===== config.mk =====
export PLATFORM = sky130hd
export DESIGN_NAME = bus_uart_tx
export DESIGN_NICKNAME = d
export VERILOG_FILES = /design/src/rtl/bus_uart_tx.sv
export SDC_FILE = /design/constraint.sdc
export NUM_CORES = 1
export LEC_CHECK = 0
export CAP_MARGIN = 40
export CELL_PAD_IN_SITES_DETAIL_PLACEMENT = 1
export CELL_PAD_IN_SITES_GLOBAL_PLACEMENT = 1
export CORE_MARGIN = 2
export CORE_UTILIZATION = 41
export DETAILED_ROUTE_END_ITERATION = 16
export PLACE_DENSITY_LB_ADDON = 0.1
export SYNTH_ARGS = -nofsm -noshare
export SYNTH_HDL_FRONTEND = slang
export SYNTH_SLANG_ARGS = --single-unit
export TNS_END_PERCENT = 10

===== constraint.sdc =====
create_clock -name clk -period 3.06 [get_ports clk]
set_input_delay 0.459 -clock clk [delete_from_list [all_inputs] [get_ports clk]]
set_output_delay 0.459 -clock clk [all_outputs]
set_load 0.01 [all_outputs]

===== src/rtl/bus_uart_tx.sv =====
// bus_uart_tx: memory-mapped 8N1 UART transmitter.
// Bus stores to TXDATA are queued in a small FIFO. The transmit FSM drains the
// FIFO one byte per frame: a start bit, 8 data bits sent LSB first, then a stop
// bit. Each bit lasts BAUDDIV+1 clock cycles.
module bus_uart_tx #(
  parameter int          FIFO_DEPTH  = 8,
  parameter logic [15:0] DEFAULT_DIV = 16'd867
) (
  input  logic        clk,
  input  logic        reset,
  input  logic        sel,
  input  logic        busWe,
  input  logic [3:0]  busAddr,
  input  logic [2:0]  strb,
  input  logic [31:0] busWData,
  output logic [31:0] busRData,
  output logic        tx
);

  localparam int PTR_W = $clog2(FIFO_DEPTH);
  localparam int CNT_W = PTR_W + 1;
  localparam logic [CNT_W-1:0] FULL_COUNT = CNT_W'(FIFO_DEPTH);

  typedef enum logic [1:0] {IDLE, START, DATA, STOP} state_t;

  state_t state, next_state;

  logic [7:0]       fifo_mem [FIFO_DEPTH];
  logic [PTR_W-1:0] wr_ptr, rd_ptr;
  logic [CNT_W-1:0] count;
  logic             overflow;
  logic             enable;
  logic [15:0]      baud_div;
  logic [15:0]      timer;
  logic [7:0]       shift;
  logic [2:0]       bit_cnt;

  logic [1:0]  reg_sel;
  logic        wr_en;
  logic        push_req;
  logic        push_ok;
  logic        overflow_set;
  logic        status_wr;
  logic        full;
  logic        empty;
  logic        bit_done;
  logic        pop;
  logic        shift_en;
  logic [31:0] count_ext;
  logic [3:0]  count_field;
  logic [31:0] status_word;
  logic [31:0] read_word;

  // Access size and the low address bits are deliberately ignored; every access is a word.
  logic unused_inputs;
  assign unused_inputs = ^{strb, busAddr[1:0], busWData[31:16]};

  assign reg_sel   = busAddr[3:2];
  assign wr_en     = sel & busWe;
  assign push_req  = wr_en && (reg_sel == 2'd0);
  assign status_wr = wr_en && (reg_sel == 2'd1);
  assign full      = (count == FULL_COUNT);
  assign empty     = (count == '0);
  assign bit_done  = (timer == 16'd0);

  // A push into a full FIFO is still accepted when the FSM pops on the same edge.
  assign push_ok      = push_req && (!full || pop);
  assign overflow_set = push_req && full && !pop;

  // FSM state register.
  always_ff @(posedge clk or negedge reset) begin
    if (!reset) begin
      state <= IDLE;
    end else begin
      state <= next_state;
    end
  end

  // Next-state logic: decides when to pop the FIFO and when to step to the next data bit.
  always_comb begin
    next_state = state;
    pop        = 1'b0;
    shift_en   = 1'b0;
    case (state)
      IDLE: begin
        if (enable && !empty) begin
          pop        = 1'b1;
          next_state = START;
        end
      end
      START: begin
        if (bit_done) begin
          next_state = DATA;
        end
      end
      DATA: begin
        if (bit_done) begin
          shift_en = 1'b1;
          if (bit_cnt == 3'd7) begin
            next_state = STOP;
          end
        end
      end
      STOP: begin
        if (bit_done) begin
          if (enable && !empty) begin
            pop        = 1'b1;
            next_state = START;
          end else begin
            next_state = IDLE;
          end
        end
      end
      default: next_state = IDLE;
    endcase
  end

  // Serial line level follows the FSM state, so it drops back to idle-high as soon as reset is asserted.
  always_comb begin
    tx = 1'b1;
    case (state)
      START:   tx = 1'b0;
      DATA:    tx = shift[0];
      default: tx = 1'b1;
    endcase
  end

  // Bit timer, shift register and bit counter; BAUDDIV is sampled only when a new bit starts.
  always_ff @(posedge clk or negedge reset) begin
    if (!reset) begin
      timer   <= '0;
      shift   <= '0;
      bit_cnt <= '0;
    end else if (pop) begin
      shift   <= fifo_mem[rd_ptr];
      bit_cnt <= '0;
      timer   <= baud_div;
    end else if (state != IDLE) begin
      timer <= bit_done ? baud_div : (timer - 16'd1);
      if (shift_en) begin
        shift   <= {1'b0, shift[7:1]};
        bit_cnt <= bit_cnt + 3'd1;
      end
    end
  end

  // FIFO pointers and occupancy; reset flushes the queue.
  always_ff @(posedge clk or negedge reset) begin
    if (!reset) begin
      wr_ptr <= '0;
      rd_ptr <= '0;
      count  <= '0;
    end else begin
      if (push_ok) begin
        wr_ptr <= wr_ptr + PTR_W'(1);
      end
      if (pop) begin
        rd_ptr <= rd_ptr + PTR_W'(1);
      end
      if (push_ok && !pop) begin
        count <= count + CNT_W'(1);
      end else if (!push_ok && pop) begin
        count <= count - CNT_W'(1);
      end
    end
  end

  // FIFO storage; contents need no reset because the pointers define validity.
  always_ff @(posedge clk) begin
    if (push_ok) begin
      fifo_mem[wr_ptr] <= busWData[7:0];
    end
  end

  // Software-visible control registers; a dropped byte setting overflow beats a same-edge clear.
  always_ff @(posedge clk or negedge reset) begin
    if (!reset) begin
      overflow <= 1'b0;
      baud_div <= DEFAULT_DIV;
      enable   <= 1'b0;
    end else begin
      if (overflow_set) begin
        overflow <= 1'b1;
      end else if (status_wr && busWData[3]) begin
        overflow <= 1'b0;
      end
      if (wr_en && (reg_sel == 2'd2)) begin
        baud_div <= busWData[15:0];
      end
      if (wr_en && (reg_sel == 2'd3)) begin
        enable <= busWData[0];
      end
    end
  end

  assign count_ext   = 32'(count);
  assign count_field = (count_ext > 32'd15) ? 4'hF : count_ext[3:0];
  assign status_word = {20'd0, count_field, 4'd0, overflow, empty, full, (state != IDLE)};

  // Combinational read mux; the bus sees zero whenever this block is not selected.
  always_comb begin
    read_word = 32'd0;
    case (reg_sel)
      2'd1:    read_word = status_word;
      2'd2:    read_word = {16'd0, baud_div};
      2'd3:    read_word = {31'd0, enable};
      default: read_word = 32'd0;
    endcase
    busRData = sel ? read_word : 32'd0;
  end

endmodule


# After elaboration in Yosys (flattened, before gate mapping)
# Memory sizes are Yosys's and may differ from the RTL's.
# Index checks and enable logic that the tools add are counted.
[totals] output_inout_bits=33 ramBits=64 memories=1 input_bits=43 wordCells=90 register_bits=57
[memory_table] name="fifo_mem" words=8 width=8 rd=1 rd_clocked_by_memory_dff=0 wr=1 line="28" source="logic [7:0] fifo_mem [FIFO_DEPTH];"
[op_classes] reduce_logical=27 n_addsub=6 bitwise=1 eq_ne=13 muxes=31 n_lt_le_gt_ge=1
[op_table] cell="$mux 16" n=4
[op_table] cell="$pmux 16 s3" n=1
[op_table] cell="$mux 8" n=3
[op_table] cell="$logic_not 16->1" n=1
[op_table] cell="$sub 16x1->16 const B" n=1
[op_table] cell="$mux 4" n=3
[op_table] cell="$logic_and 1x1->1" n=11
[op_table] cell="$mux 2" n=5
[op_table] cell="$ne 2x2->1 const B" n=5
[op_table] cell="$reduce_bool 2->1" n=5
[op_table] cell="$add 3x1->3 const B" n=3
[op_table] cell="$mux 1" n=9
[op_table] cell="$mux 3" n=3
[op_table] cell="$eq 2x2->1 const B" n=4
[op_table] cell="$pmux 2 s4" n=1
[op_table] cell="$reduce_and 5->1" n=1
[op_table] cell="$add 4x1->4 const B" n=1
[op_table] cell="$eq 2x1->1 const B" n=2
[op_table] cell="$eq 4x4->1 const B" n=1
[op_table] cell="$gt 4x4->1 const B" n=1
[op_table] cell="$logic_not 1->1" n=4
[op_table] cell="$logic_not 2->1" n=2
[op_table] cell="$logic_not 4->1" n=1
[op_table] cell="$pmux 1 s2" n=2
[op_table] cell="5 further kinds" n=5

# Logic depth before layout (Yosys ltp)
# Gate-level depths: netlist of the first run.
[logic_depth] word_depth=12 ltp_mapped=17 ltp_nobuf=15

# Worst setup path before layout of the first run
# No wires, ideal clock.
[synth_timing] path_type="register to register" start="register timer[0]" end="register count[3]" setup_ns=0.127 path_buffers=2 synth_period_minus_slack_ns=2.963 path_slack_ns=0.097 path_stages_with_launch=18 arrival_ns=2.836 required_ns=2.933 path_cell_list="dfrtp_1 > inv_1 > ha_1 > nor4b_1 > and4_1 > buf_4 > a21o_1 > and2_1 > buf_6 > inv_4 > ha_1 > inv_1 > ha_1 > a21o_1 > a21oi_1 > xnor2_1 > nor2_1 > xor2_1"
[synth_via] elab_chain_cells=8 elab_cells_between_ends=11 cone_classes="mux: 3; reduce/logical: 8"
[synth_lines] item="from (decl)" line="34" source="logic [15:0] timer;"
[synth_lines] item="from (signal assigned)" line="137" source="timer <= baud_div;"
[synth_lines] item="from (signal assigned)" line="139" source="timer <= bit_done ? baud_div : (timer - 16'd1);"
[synth_lines] item="$logic_not 16->1 *" line="64" source="assign bit_done = (timer == 16'd0);"
[synth_lines] item="$mux 1 *" line="105" source="if (bit_done) begin"
[synth_lines] item="$pmux 1 s2 *" line="84" source="case (state)"
[synth_lines] item="$logic_or 1x1->1" line="67" source="assign push_ok = push_req && (!full || pop);"
[synth_lines] item="$logic_and 1x1->1" line="67"
[synth_lines] item="$logic_not 1->1" line="162" source="end else if (!push_ok && pop) begin"
[synth_lines] item="$logic_and 1x1->1" line="162"
[synth_lines] item="$reduce_bool 2->1 (no line)"
[synth_lines] item="to (signal assigned)" line="161" source="count <= count + CNT_W'(1);"
[synth_lines] item="to (signal assigned)" line="163" source="count <= count - CNT_W'(1);"
[synth_lines] item="to (decl)" line="30" source="logic [CNT_W-1:0] count;"
# Mark *: on every way between the ends. The rest lies on a longest branch, timed or not.
# A chain may end at the register's enable or synchronous reset.

# Worst setup path after layout of the first run
# Ends and elaborated chain as after synthesis.

==> flow_summary.ini, run 1 <==
[outcome]
outcome = finished clean

[setup_path]
cp.required_ns = 3.36
reg2reg_to = count[3]
critPathLaunchType = flip-flop
cp_cell_sequence = inv_1 > ha_1 > nor4b_4 > buf_4 > nand4_2 > o211ai_1 > buf_4 > and2_2 > ha_4 > inv_1 > ha_1 > a21o_1 > a21oi_2 > xnor2_1 > nor2_1 > xor2_1
worst-endpoint-arrival_ns = 3.13
r2r_cells = 16
r2r_slack_ns = 0.23
rr_startpoint = timer[0]
slowest_delay_ns = 0.38
end_kind = flip-flop
crit_path_top_delay_cell = dfrtp_1
criticalPathCategory = flip-flop to flip-flop
path_max_fanout = 2

[synthesis]
yosys_warnings = 0
synth_area_um2 = 5916
ys_types = 57
synth_flop_cell = edfxtp_1
async_flop_share_pct = 47.11
synth_area_leaders = edfxtp_1, dfrtp_1, mux4_2
postSynthCellCount = 436
synth-seq-cells = 121
netlist_top_cells_count = edfxtp_1, dfrtp_1, mux2i_1
synth_top_area_share_pct = 32.49
synth_most_common_cell = edfxtp_1
synth-edff-count = 64
yosysTopAreaCell = edfxtp_1
avgSynthCellArea_um2 = 13.57
ys_seq_area_share_pct = 56.73

[drt]
drt_wl_total_mm = 14.19
dr.first_iter.drc_count = 238
vias = 3869
drt-vias-per-instance = 5.404
wire_per_inst_um = 19.82
drc_errors = 0
drt_pass1_iterations = 4
final_antenna_net_count = 0

[cts]
cts_max_level = 4
tritoncts.num_buffers = 17
clk_root_buffer_cell = clkbuf_16
cts_tree = built
insertion_delay_ns = 0.42
path_clk_slew_ns = 0.06
cts.sinks = 121
clk_path_buf_depth = 2
hold_buffers = 0

[global_routing]
antenna_found_initial = 0
grt_pass1_wl_mm = 22.96
grt_max_degree = 22
gr-total-overflow = 0
grt_use_total_pct = 20.47
grt_pass1_vias = 4086

[floorplanning]
coreArea_um2 = 13990
die_h_um = 124.1
initial_core_util_pct = 42.29
die_w_um = 124.1
fp.dieArea_um2 = 15410
ios = 76
core.rowCount = 43

[cells_and_area]
area_growth_pct = 24.34
final_util_pct = 52.59
final_nets = 581
diodes = 0
final_cells = 716
final_area_um2 = 7356
drive_gt1_share_pct = 26.49

[timing]
max_freq_mhz = 353.5
setup_viol = 0
hold_violations = 0
finalCriticalPeriod_ns = 2.829
worstMarginPinSlew_ns = 0.8342
drv_slew = 0
rsz0062_at_grt = false
hold_ws_ns = 0.02260
worst_slack_ns = 0.2311
slew_headroom_pct = 44.38
fin_tns_setup_ns = 0
fin_skew_ns = 0.01321
fin_crit_sh_pct = 92.45

[place]
portBuffers = 38
gp_congestion = 0.8506
hpwl_mm = 10.08
place_area_um2 = 6730
place_inst = 683
pre_cts_ws_ns = 0.01227

[power_and_ir_drop]
power_density_nw_per_um2 = 889.4
ir_worst_vdd_mv = 0.4152
power_leakage_nw = 2.871
power_mw = 6.543

[flow_run]
maxCapViolCount = 0

[min_path]
hp-class = primary input to async pin
[report_power, final]
part | internal, mW | total [mW] | switching [mW] | leakage, nW
registers | 2.05 | 2.49 | 0.447 | 1.26
logic | 1.09 | 2.11 | 1.02 | 1.35
clock network | 1.19 | 1.94 | 0.743 | 0.266
[flip-flops by register name (all words and copies together), names as in the netlist]
name      count
shift         8
overflow      1
enable        1
wr_ptr        3
rd_ptr        3
baud_div     16
bit_cnt       3
state         2
fifo_mem     64
timer        16
count         4
[repair_timing]
| item | 4_1_cts | 5_1_grt |
|---|---|---|
| cloned | 0 | 0 |
| pin swaps | 0 | 2 |
| setup endpoints to repair | 1 | 1 |
| buffers inserted | 0 | 1 |
| resized for setup | 1 | 7 |
[critical path, delay by kind of cell, from the launching register on]
family	cells	cell delay, ns
AOI/OAI and AO/OA	3	0.52
buffers and inverters	4	0.45
adders and majority gates	3	0.56
and+or+nand+nor	4	0.53
xor gates and xnor gates	2	0.28
DFF	1	0.38
[area by class of cell]
class	instances	area (um2)
Clock buffer	17	425.4
Timing Repair Buffer	93	808.3
Tap cell	180	225.2
Fill cell	1409	6633
Clock inverter	15	151.4
Inverter	10	40.04
Sequential cell	121	3356
Multi-Input combinational cell	280	2350
[logic make-up after synthesis]
| family | count (synthesis) | synth area share, % |
|---|---|---|
| AOI/OAI and AO/OA | 64 | 6.684 |
| xor gates and xnor gates | 9 | 1.333 |
| adders and majority gates | 15 | 3.300 |
| buffers and inverters | 50 | 5.203 |
| DFF | 121 | 56.73 |
| muxes | 68 | 15.38 |
| other | 1 | 0.06339 |
| and+or+nand+nor | 108 | 11.32 |
[worst max-delay path by stage]
stage,startpoint,endpoint,depth (start not counted),slack [ns]
finish,timer[0],count[3],16,0.23
global route,timer[0],count[3],16,0.02
CTS,timer[1],count[3],16,0.07
detailed placement,timer[1],count[3],16,0.01
global placement,timer[0],count[3],16,0.10
floorplan,timer[0],count[3],17,0.1
[cell usage in the layout, fill, tap and decap left out, types with 4 or more instances in the layout]
cell type / Yosys / layout
a22oi_1: 8 / 8
dfrtp_1: 51 / 51
o21ai_0: 19 / 19
nand3_1: 11 / 11
mux4_2: 16 / 16
and3_1: 11 / 11
nor4_1: 4 / 4
nor2_1: 12 / 12
dfstp_2: 6 / 6
mux2_2: 23 / 23
conb_1: 1 / 16
buf_4: 17 / 54
ha_1: 14 / 13
edfxtp_1: 64 / 64
or3_1: 4 / 4
nand4_1: 6 / 6
nor2b_1: 11 / 11
xnor2_1: 7 / 7
inv_1: 9 / 8
and4b_1: 4 / 4
clkdlybuf4s50_1: 0 / 37
clkbuf_16: 0 / 17
nor3_1: 16 / 16
clkinvlp_4: 0 / 5
nand2_1: 9 / 9
a21oi_1: 20 / 19
mux2i_1: 29 / 29
[layer usage]
layer / global-route usage (%) / up-vias / wire length, um / share of wire, %
met3: 4.258 / 13 / 533 / 3.8
met4: 6.742 / 0 / 165 / 1.2
met2: 29.85 / 77 / 6551 / 46
li1: - / 1808 / - / -
met1: 30.50 / 1971 / 6938 / 49
met5: 0 / - / 0 / 0
(Power assumes the default switching activity.)
==> inputs of run 2 (changes only) <==
==> constraint.sdc (replaced) <==
create_clock -name clk -period 2.39 [get_ports clk]
set_input_delay 0.3585 -clock clk [delete_from_list [all_inputs] [get_ports clk]]
set_output_delay 0.3585 -clock clk [all_outputs]
set_load 0.01 [all_outputs]
==> run 2 against run 1 <==
Compared with the run above: the flow now finishes with violations (setup timing); non-clock buffer count increased by 33; flip-flop and latch count unchanged; worst hold slack improved by 0.41 ns; largest power group is now combinational cells; final cell count increased by 4.5%; sequential share of layout area decreased by 2.9 points; routed wire length increased by 10%; clock power increased by 42%; clock-buffer cell count increased by 1; clock skew decreased by 0.0081 ns.
==> flow_summary.ini, run 2 (synthesis gave the netlist of run 1 again) <==
[timing]
max_freq_mhz = 374.2
hold_violations = 0
setup_viol = 17
worst_slack_ns = -0.2826
slew_headroom_pct = 43.74
rsz0062_at_grt = true
fin_crit_sh_pct = 111.8
worstMarginPinSlew_ns = 0.8439
drv_slew = 0
fin_skew_ns = 0.005150
finalCriticalPeriod_ns = 2.673
fin_tns_setup_ns = -0.7318

[drt]
wire_per_inst_um = 20.86
drt_pass1_iterations = 4
dr.first_iter.drc_count = 172
drt_wl_total_mm = 15.60
drc_errors = 0
vias = 4096
drt-vias-per-instance = 5.476
final_antenna_net_count = 0

[floorplanning]
die_h_um = 124.1
fp.dieArea_um2 = 15410
initial_core_util_pct = 42.29
core.rowCount = 43
ios = 76
coreArea_um2 = 13990
die_w_um = 124.1

[setup_path]
criticalPathCategory = flip-flop to flip-flop
worst-endpoint-arrival_ns = 3.00
slowest_delay_ns = 0.39
r2r_cells = 15
crit_path_top_delay_cell = dfrtp_1
critPathLaunchType = flip-flop
path_max_fanout = 3
cp.required_ns = 2.72
end_kind = flip-flop
crit_top_cell = ha_4
cp_cell_sequence = inv_2 > ha_4 > nor4b_4 > nand4_2 > o211ai_1 > buf_4 > and2_4 > ha_4 > inv_4 > ha_4 > a21o_1 > a21oi_2 > xnor2_1 > nor2_1 > xor2_1

[cells_and_area]
reg.largest.list = fifo_mem: 64 flops, baud_div: 16 flops, timer: 16 flops
layout_commonest_cell = buf_4
diodes = 0
final_nets = 614
drive_gt1_share_pct = 33.80
final_cell_mix = buf_4, edfxtp_1, dfrtp_1
final_cells = 748
largest_reg_flops = 64
largest-register = fifo_mem
area_growth_pct = 32.66

[global_routing]
grt_pass1_wl_mm = 24.90
gr-total-overflow = 0
grt_max_degree = 21
antenna_found_initial = 0
grt_pass1_vias = 4438
grt_use_total_pct = 22.22

[power_and_ir_drop]
pwr-share-clk_pct = 30.0
ir_worst_vdd_mv = 0.6679
power_density_nw_per_um2 = 1172
power_leakage_nw = 3.170
p_sw_share_pct = 32.56
internal_power_mw = 6.204
p_sw_mw = 2.995
combinationalPowerShare_pct = 36.5
p_seq_share_pct = 33.6

[min_path]
hp-class = primary input to async pin

[outcome]
outcome = finished, violations left
violations = setup timing

[cts]
insertion_delay_ns = 0.42
path_clk_slew_ns = 0.06
cts_tree = built
cts.sinks = 121
tritoncts.num_buffers = 17
clk_root_buffer_cell = clkbuf_16
cts_max_level = 4
clk_path_buf_depth = 2

[place]
hpwl_mm = 10.64
gp_congestion = 0.8343
portBuffers = 38
place_inst = 706

[flow_run]
maxCapViolCount = 0
## run 2: cell count changes in the layout (fill, tap and decap cells not counted), moves of 3 or more
| cell | change |
|---|---|
| inv_1 | -3 |
| buf_12 | +9 |
| ha_1 | -3 |
| buf_4 | +22 |
| dlygate4sd2_1 | +6 |
| bufinv_16 | +3 |
| clkinvlp_4 | -4 |
| clkdlybuf4s50_1 | -9 |
| dlymetal6s2s_1 | +3 |
## run 2: layout make-up
cell class / instances / area (um2)
Timing Repair Buffer: 126 / 1159
Clock inverter: 13 / 201.4
Sequential cell: 121 / 3356
Tap cell: 180 / 225.2
Inverter: 10 / 42.54
Fill cell: 1410 / 6141
Multi-Input combinational cell: 280 / 2435
Clock buffer: 18 / 429.2
## run 2: metal layers
metal,vias up,part of all wire (%),global-route usage [%]
met3,8,3.4,4.350
li1,1877,-,-
met2,87,49,35.59
met5,-,0,0
met1,2124,47,30.84
met4,0,0.73,6.320
## run 2: critical path: cells and delay by family, from the launching register on
family | cells | cell delay, ns
AOI/OAI and AO/OA | 3 | 0.50
DFF | 1 | 0.39
and+or+nand+nor | 4 | 0.67
adders and majority gates | 3 | 0.47
buffers and inverters | 3 | 0.30
xor gates and xnor gates | 2 | 0.25
## run 2: worst paths after layout
| check | start | endpoint | slack [ns] |
|---|---|---|---|
| worst max-delay path | timer[1] | count[3] | -0.28 |
| worst min-delay path | reset | timer[14] | 0.44 |
| worst max register to register | timer[1] | count[3] | -0.28 |
| worst min register to register | overflow | overflow | 0.53 |
| max in group asynchronous | reset | baud_div[5] | 1.22 |
| min in group clk | overflow | overflow | 0.53 |
## run 2: power groups by stage
stage / sequential, mW / clock, mW / combinational (mW)
floorplan: 2.97 / 0 / 1.93
global placement: 3.09 / 0 / 3.02
detailed placement: 3.11 / 0 / 3.16
CTS: 3.09 / 2.81 / 3.30
global route: 3.15 / 2.89 / 3.69
finish: 3.09 / 2.76 / 3.35
## run 2: repair_timing
item / in CTS / in global routing
setup buffers: 9 / 4
setup endpoints to repair: 80 / 76
pin swaps: 12 / 7
hold buffers: 1 / 0
hold endpoints to repair: 18 / 0
gates resized for setup: 22 / 12
## run 2: metrics by stage
stage	area (um2)	utilization, %	hold slack (ns)	worst slack [ns]	power [mW]
floorplan	6027	-	0.06291	-0.2955	4.896
global placement	7047	50.38	0.3544	-0.2699	6.115
detailed placement	7047	50.38	0.3534	-0.3808	6.267
CTS	7784	55.64	0.4464	-0.2644	9.198
global route	7848	56.10	0.4901	-0.4369	9.726
finish	7848	56.10	0.4361	-0.2826	9.199
==> inputs of run 3 (changes only) <==
--- a/config.mk
+++ b/config.mk
@@ -5,11 +5,12 @@
 export SDC_FILE = /design/constraint.sdc
 export NUM_CORES = 1
 export LEC_CHECK = 0
-export CAP_MARGIN = 40
+export CAP_MARGIN = 20
 export CELL_PAD_IN_SITES_DETAIL_PLACEMENT = 1
 export CELL_PAD_IN_SITES_GLOBAL_PLACEMENT = 1
 export CORE_MARGIN = 2
 export CORE_UTILIZATION = 41
+export CTS_CLUSTER_DIAMETER = 50
 export DETAILED_ROUTE_END_ITERATION = 16
 export PLACE_DENSITY_LB_ADDON = 0.1
 export SYNTH_ARGS = -nofsm -noshare
==> results of run 3 <==
No change in the layout: final DEF, timing and power equal those of run 2.
